<file path="src/rtl/wb_regfile.sv">
// wb_regfile: MIPS writeback stage -- writeback mux, 32 x DATA_W register file,
// two async read ports and a retired-write counter. Optional bypass: WB_REGFILE_BYPASS_EN.
module wb_regfile #(
    parameter int DATA_W = 32,
    parameter int CNT_W  = 32
) (
    input  logic              clk,
    input  logic              rst,
    input  logic [1:0]        mem_to_reg_i,
    input  logic              reg_write_i,
    input  logic [DATA_W-1:0] alu_result_i,
    input  logic [DATA_W-1:0] read_data_i,
    input  logic [4:0]        write_reg_i,
    input  logic [DATA_W-1:0] pc_i,
    input  logic [4:0]        rs_addr_i,
    input  logic [4:0]        rt_addr_i,
    output logic [DATA_W-1:0] rs_data_o,
    output logic [DATA_W-1:0] rt_data_o,
    output logic [DATA_W-1:0] wb_data_o,
    output logic              wb_valid_o,
    output logic [CNT_W-1:0]  retire_cnt_o
);

    typedef enum logic [1:0] {
        SEL_ALU  = 2'b00,
        SEL_MEM  = 2'b01,
        SEL_PC   = 2'b10,
        SEL_RSVD = 2'b11
    } wb_sel_e;

    wb_sel_e           sel;
    logic [DATA_W-1:0] regs [32];

    assign sel = wb_sel_e'(mem_to_reg_i);

    always_comb begin
        wb_data_o = '0;
        case (sel)
            SEL_ALU: wb_data_o = alu_result_i;
            SEL_MEM: wb_data_o = read_data_i;
            SEL_PC:  wb_data_o = pc_i;
            default: wb_data_o = '0;
        endcase
    end

    assign wb_valid_o = rst & reg_write_i & (write_reg_i != 5'd0) & (sel != SEL_RSVD);

    // Entry 0 is cleared on reset and never written, so it always holds zero.
    always_ff @(posedge clk or negedge rst) begin
        if (!rst) begin
            regs         <= '{default: '0};
            retire_cnt_o <= '0;
        end else if (wb_valid_o) begin
            regs[write_reg_i] <= wb_data_o;
            retire_cnt_o      <= retire_cnt_o + CNT_W'(1);
        end
    end

    always_comb begin
        rs_data_o = '0;
        rt_data_o = '0;
        if (rst) begin
            if (rs_addr_i != 5'd0) rs_data_o = regs[rs_addr_i];
            if (rt_addr_i != 5'd0) rt_data_o = regs[rt_addr_i];
`ifdef WB_REGFILE_BYPASS_EN
            // wb_valid_o already excludes index 0, so r0 is never bypassed.
            if (wb_valid_o && rs_addr_i == write_reg_i) rs_data_o = wb_data_o;
            if (wb_valid_o && rt_addr_i == write_reg_i) rt_data_o = wb_data_o;
`endif
        end
    end

endmodule
</file>
<file path="config.mk">
export PLATFORM = sky130hd
export DESIGN_NAME = wb_regfile
export DESIGN_NICKNAME = d
export VERILOG_FILES = /design/src/rtl/wb_regfile.sv
export SDC_FILE = /design/constraint.sdc
export NUM_CORES = 2
export LEC_CHECK = 0
export CELL_PAD_IN_SITES_DETAIL_PLACEMENT = 1
export CELL_PAD_IN_SITES_GLOBAL_PLACEMENT = 2
export CORE_MARGIN = 4
export CORE_UTILIZATION = 45
export CTS_BUF_LIST = sky130_fd_sc_hd__clkbuf_2 sky130_fd_sc_hd__clkbuf_4 sky130_fd_sc_hd__clkbuf_8
export DETAILED_ROUTE_END_ITERATION = 16
export GPL_ROUTABILITY_DRIVEN = 0
export PLACE_DENSITY = 0.95
export SLEW_MARGIN = 20
export SYNTH_ARGS = -nofsm -noshare
export SYNTH_HDL_FRONTEND = slang
export SYNTH_SLANG_ARGS = --single-unit
</file>
<file path="constraint.sdc">
create_clock -name clk -period 3.35 [get_ports clk]
set_clock_uncertainty 0.1 [all_clocks]
set_input_delay 0.335 -clock clk [delete_from_list [all_inputs] [get_ports clk]]
set_output_delay 0.335 -clock clk [all_outputs]
set_load 0.02 [all_outputs]
</file>
-- Yosys cells after proc, flatten, opt, wreduce, memory -nomap -nowiden
Cells that the tools add are included.
- flip-flop bits (word level): 1056
- bits of input ports: 116
- output and inout port bits: 129
- word-level logic and storage cells: 66
- $add $sub $neg: 1
- order comparisons: 4
- equal/unequal tests: 3
- mux-type cells: 14
- bitwise operators: 6
- reduce and logical (&&, ||, !) cells: 5
- operator list (cell ; number):
    1024-bit bitwise mux ; 1
    32-bit binary-select mux with 5-bit select ; 2
    32-bit two-way mux ; 9
    32-bit demux with 5-bit select ; 1
    32-bit one-hot mux with 3 select lines ; 1
    32-bit by 1-bit adder with 32-bit output (second input constant) ; 1
    6-bit >= comparator (second input constant) ; 3
    5-bit inverter with 6-bit output ; 3
    5-bit nonzero test ; 3
    6-bit by 1-bit less-than comparator with 1-bit output (second input constant) ; 1
    1-bit bitwise AND ; 3
    2-bit by 1-bit == test with 1-bit output (second input constant) ; 1
    2-bit == test (second input constant) ; 1
    2-bit logical NOT ; 1
    2-bit inequality test (second input constant) ; 1
    1-bit logical AND ; 1

-- Logic depth before layout (Yosys ltp)
- depth after elaboration: 6
- mapped depth: 9
- mapped depth without buffers: 5

-- Least setup slack after synthesis
Ideal clock, no wire load.
- kind: input -> output
- start point: input port rs_addr_i[0]
- end point: output port rs_data_o[23]
- arrival: 1.903 ns
- required time: 2.915 ns
- setup slack: 1.012 ns
- stages on the path: 6
- buffers on the path: 3
- cell sequence: buf_2 > buf_2 > buf_2 > mux4_2 > a22oi_1 > nand4_1
- word-level cells in the longest chain between the ends: 6
- elaborated cells between the ends (all ways): 7
- classes of those cells: 5 x mux; 1 x bitwise; 1 x reduce/logical
- ends and longest elaborated chain (element ; RTL line ; text):
    from (decl) ; 15 ; input logic [4:0] rs_addr_i,
    5-bit inverter with 6-bit output (not written as such) ; 63 ; if (rs_addr_i != 5'd0) rs_data_o = regs[rs_addr_i];
    32-bit binary-select mux with 5-bit select ; 63 ;
    32-bit two-way mux (not written as such) (2 in a row) ; 63 ;
    32-bit two-way mux (*) ; 63 ;
    32-bit two-way mux (*) ; 62 ; if (rst) begin
    to (decl) ; 17 ; output logic [DATA_W-1:0] rs_data_o,
Every way passes the cells marked *; elsewhere a longest branch is shown, timed or not. The select of a mux whose other input is x is not followed.

-- Final worst setup path
- start point: input port rs_addr_i[2]
- end point: output port rs_data_o[9]
Same word-level chain as after synthesis.

==> metrics.txt <==
outcome=finished with violations; failing checks=setup timing; layout cells sized above 1=between 10% and 20%; Top FF cell, synth=dfrtp_1; initial antenna violation count=7; normalized max-slew margin=30.0%; CTS buffer count=around 180; VDD IR-drop max=0.000398 V; Final min period=~3.4 ns; syn_nets=approximately 5.4k; Area after DPL=58700 um^2; ANT nets after route=0; wire per inst=between 30 and 40 um; crit path capture type=output pin; final hold violation count=0; postcts setup bufs=0; final WL=around 210000 um; register-to-register setup slack=roughly 1.1 ns; fillers=12.6k; drt pass-1 iters=9; TritonCTS clock tree=done; Die Wd=351 um; fin nets=5556; Seq/Total Area, Yosys=around 48%; Distinct cells, synth=48; Synth top area share=between 40 and 50%; Starting Density=between 40 and 50%; Avg Cell Area, Syn=just over 10 um^2; Max Fclk=just under 300 MHz; maxcap violations=0; port buffer count=244; first-pass GRT wire length=between 300000 and 400000 um; Async S/R FF share, synth=100%; Finished Layout Cells=approximately 7k; Max H-tree Level=4; largest net degree at the start of global routing=around 170; worst path arrival time=about 2.9 ns; final setup violating endpoints=2; later-pin clock latency in the skew report=between 0.8 and 0.9 ns; Syn. warnings=0; commonest non-fill, non-tap cell in the layout=dfrtp_1; Tot GR Track Use=~35%; routed vias/inst=6.55; CTS Buffer Depth=3; r2r startpoint=retire_cnt_o[8]$_DFFE_PN0P_; Ports=245; DRT iter0 DRCs=approximately 5k; RR Endpoint=retire_cnt_o[29]$_DFFE_PN0P_; Post-synth EDFFs=0; Final WS setup=-0.00552 ns; core area=~120000 um^2; DRC Markers=0; PnR Total Power=33.6 mW; Area growth, synth to finish=18.7%; Worst-path clk slew=roughly 0.06 ns; GRT overflow=0; hold crit path type=input port to asynchronous set/reset pin; most frequent cells in the layout=dfrtp_1, nand2_1, o21ai_0; fin area=approximately 63000 um^2; CP Launch Type=input port; Die ar.=about 120000 um^2; root buf cell=clkbuf_8; Synth Cell Area=52900 um^2; vias in the first global route=a little under 50k; cell count after synthesis=between 5k and 6k; WS Path Type=input port to output pin; post-layout util=between 50 and 60%; RSZ-0062 raised after global routing=no; top cells by area, synth=dfrtp_1, mux4_2, mux2i_1; TritonCTS Sinks=1024; dpl hpwl=approximately 130000 um; Worst Tran Pin Value=between 1 and 1.5 ns; post-synth top area cell=dfrtp_1; row count=about 130; flops & latches, synth=roughly 1.0k; Final period util=100%; PD cells=about 540 nW/um^2; worst reg2reg path depth=5; Die Y=351 um; leakage power=27.9 nW; CP max FO=22; Worst EP required=2.91 ns; DR vias=approximately 47k; dpl cells=6775; fin. max-slew vios=0
==> flip-flops by register name, summed over array words and instances, names as in the netlist <==
signal        count
regs            992
retire_cnt_o     32
==> critical path, cell delays in order <==
cell	delay [ns]
clkdlybuf4s50_1	0.60
buf_4	0.25
nor2_1	0.11
nand2_2	0.14
buf_12	0.21
o22ai_1	0.12
o21ai_0	0.27
nand4_1	0.23
clkdlybuf4s50_1	0.61
==> per-stage QoR <==
stage | setup slack [ns] | setup TNS (ns) | hold slack [ns]
CTS | 0.0238 | 0 | 0.0671
finish | -0.00552 | -0.00942 | 0.0733
global placement | 0.0456 | 0 | 0.113
global route | 0.0112 | 0 | 0.101
detailed placement | -0.00415 | -0.00415 | 0.111
floorplan | 1.01 | 0 | -0.0606
==> cells in the mapped netlist (70+ instances only) <==
master    number
nand2_1      766
a22oi_1      186
o21ai_0      724
buf_2        159
a21oi_1      388
nand4_1       70
nor2_1       393
mux4_2       225
clkbuf_1     334
mux2i_1      505
o22ai_1      187
dfrtp_1     1024
==> what timing repair did <==
item,in CTS,in global routing
resized for setup,9,10
hold endpoints to repair,246,0
hold buffers,9,0
setup endpoints to repair,6,14
==> area by class of cell <==
class	count	area [um^2]	area share (%)
inverters	35	131	0.209
multi-input cells	3664	25400	40.4
diodes	7	17.5	0.0279
repair buffers	537	5820	9.28
well taps	1524	1910	3.04
clock buffers	288	3610	5.76
clock inverters	25	249	0.397
flip-flops and latches	1024	25600	40.8
==> per-layer routing <==
metal	track usage (%)	part of all wire (%)
met1	43.9	38
met2	54.9	47
met3	8.00	9.2
met4	19.1	6.1
met5	0	0.021
==> kinds of logic after synthesis <==
family	synth area share (%)
buf+inv	4.45
simple gates	10.5
compound gates	16.1
xor+xnor	0.513
mux	20.0
flops	48.5
fa+ha+maj	0.0237
==> power breakdown <==
part           switching (mW)  internal, mW
registers                1.27          13.8
clock network            5.55          7.03
logic                    3.39          2.53
==> worst max-delay path by stage <==
stage / startpoint / to / slack (ns) / depth (start not counted)
floorplan: rs_addr_i[0] / rs_data_o[23] / 1.01 / 6
global placement: rt_addr_i[2] / rt_data_o[1] / 0.05 / 8
detailed placement: rt_addr_i[3] / rt_data_o[30] / -0.004 / 8
CTS: rs_addr_i[2] / rs_data_o[7] / 0.02 / 9
global route: regs[630]$_DFFE_PN0P_ / rs_data_o[22] / 0.01 / 4
finish: rs_addr_i[2] / rs_data_o[9] / -0.006 / 9
Power figures use the tool's default switching activity.
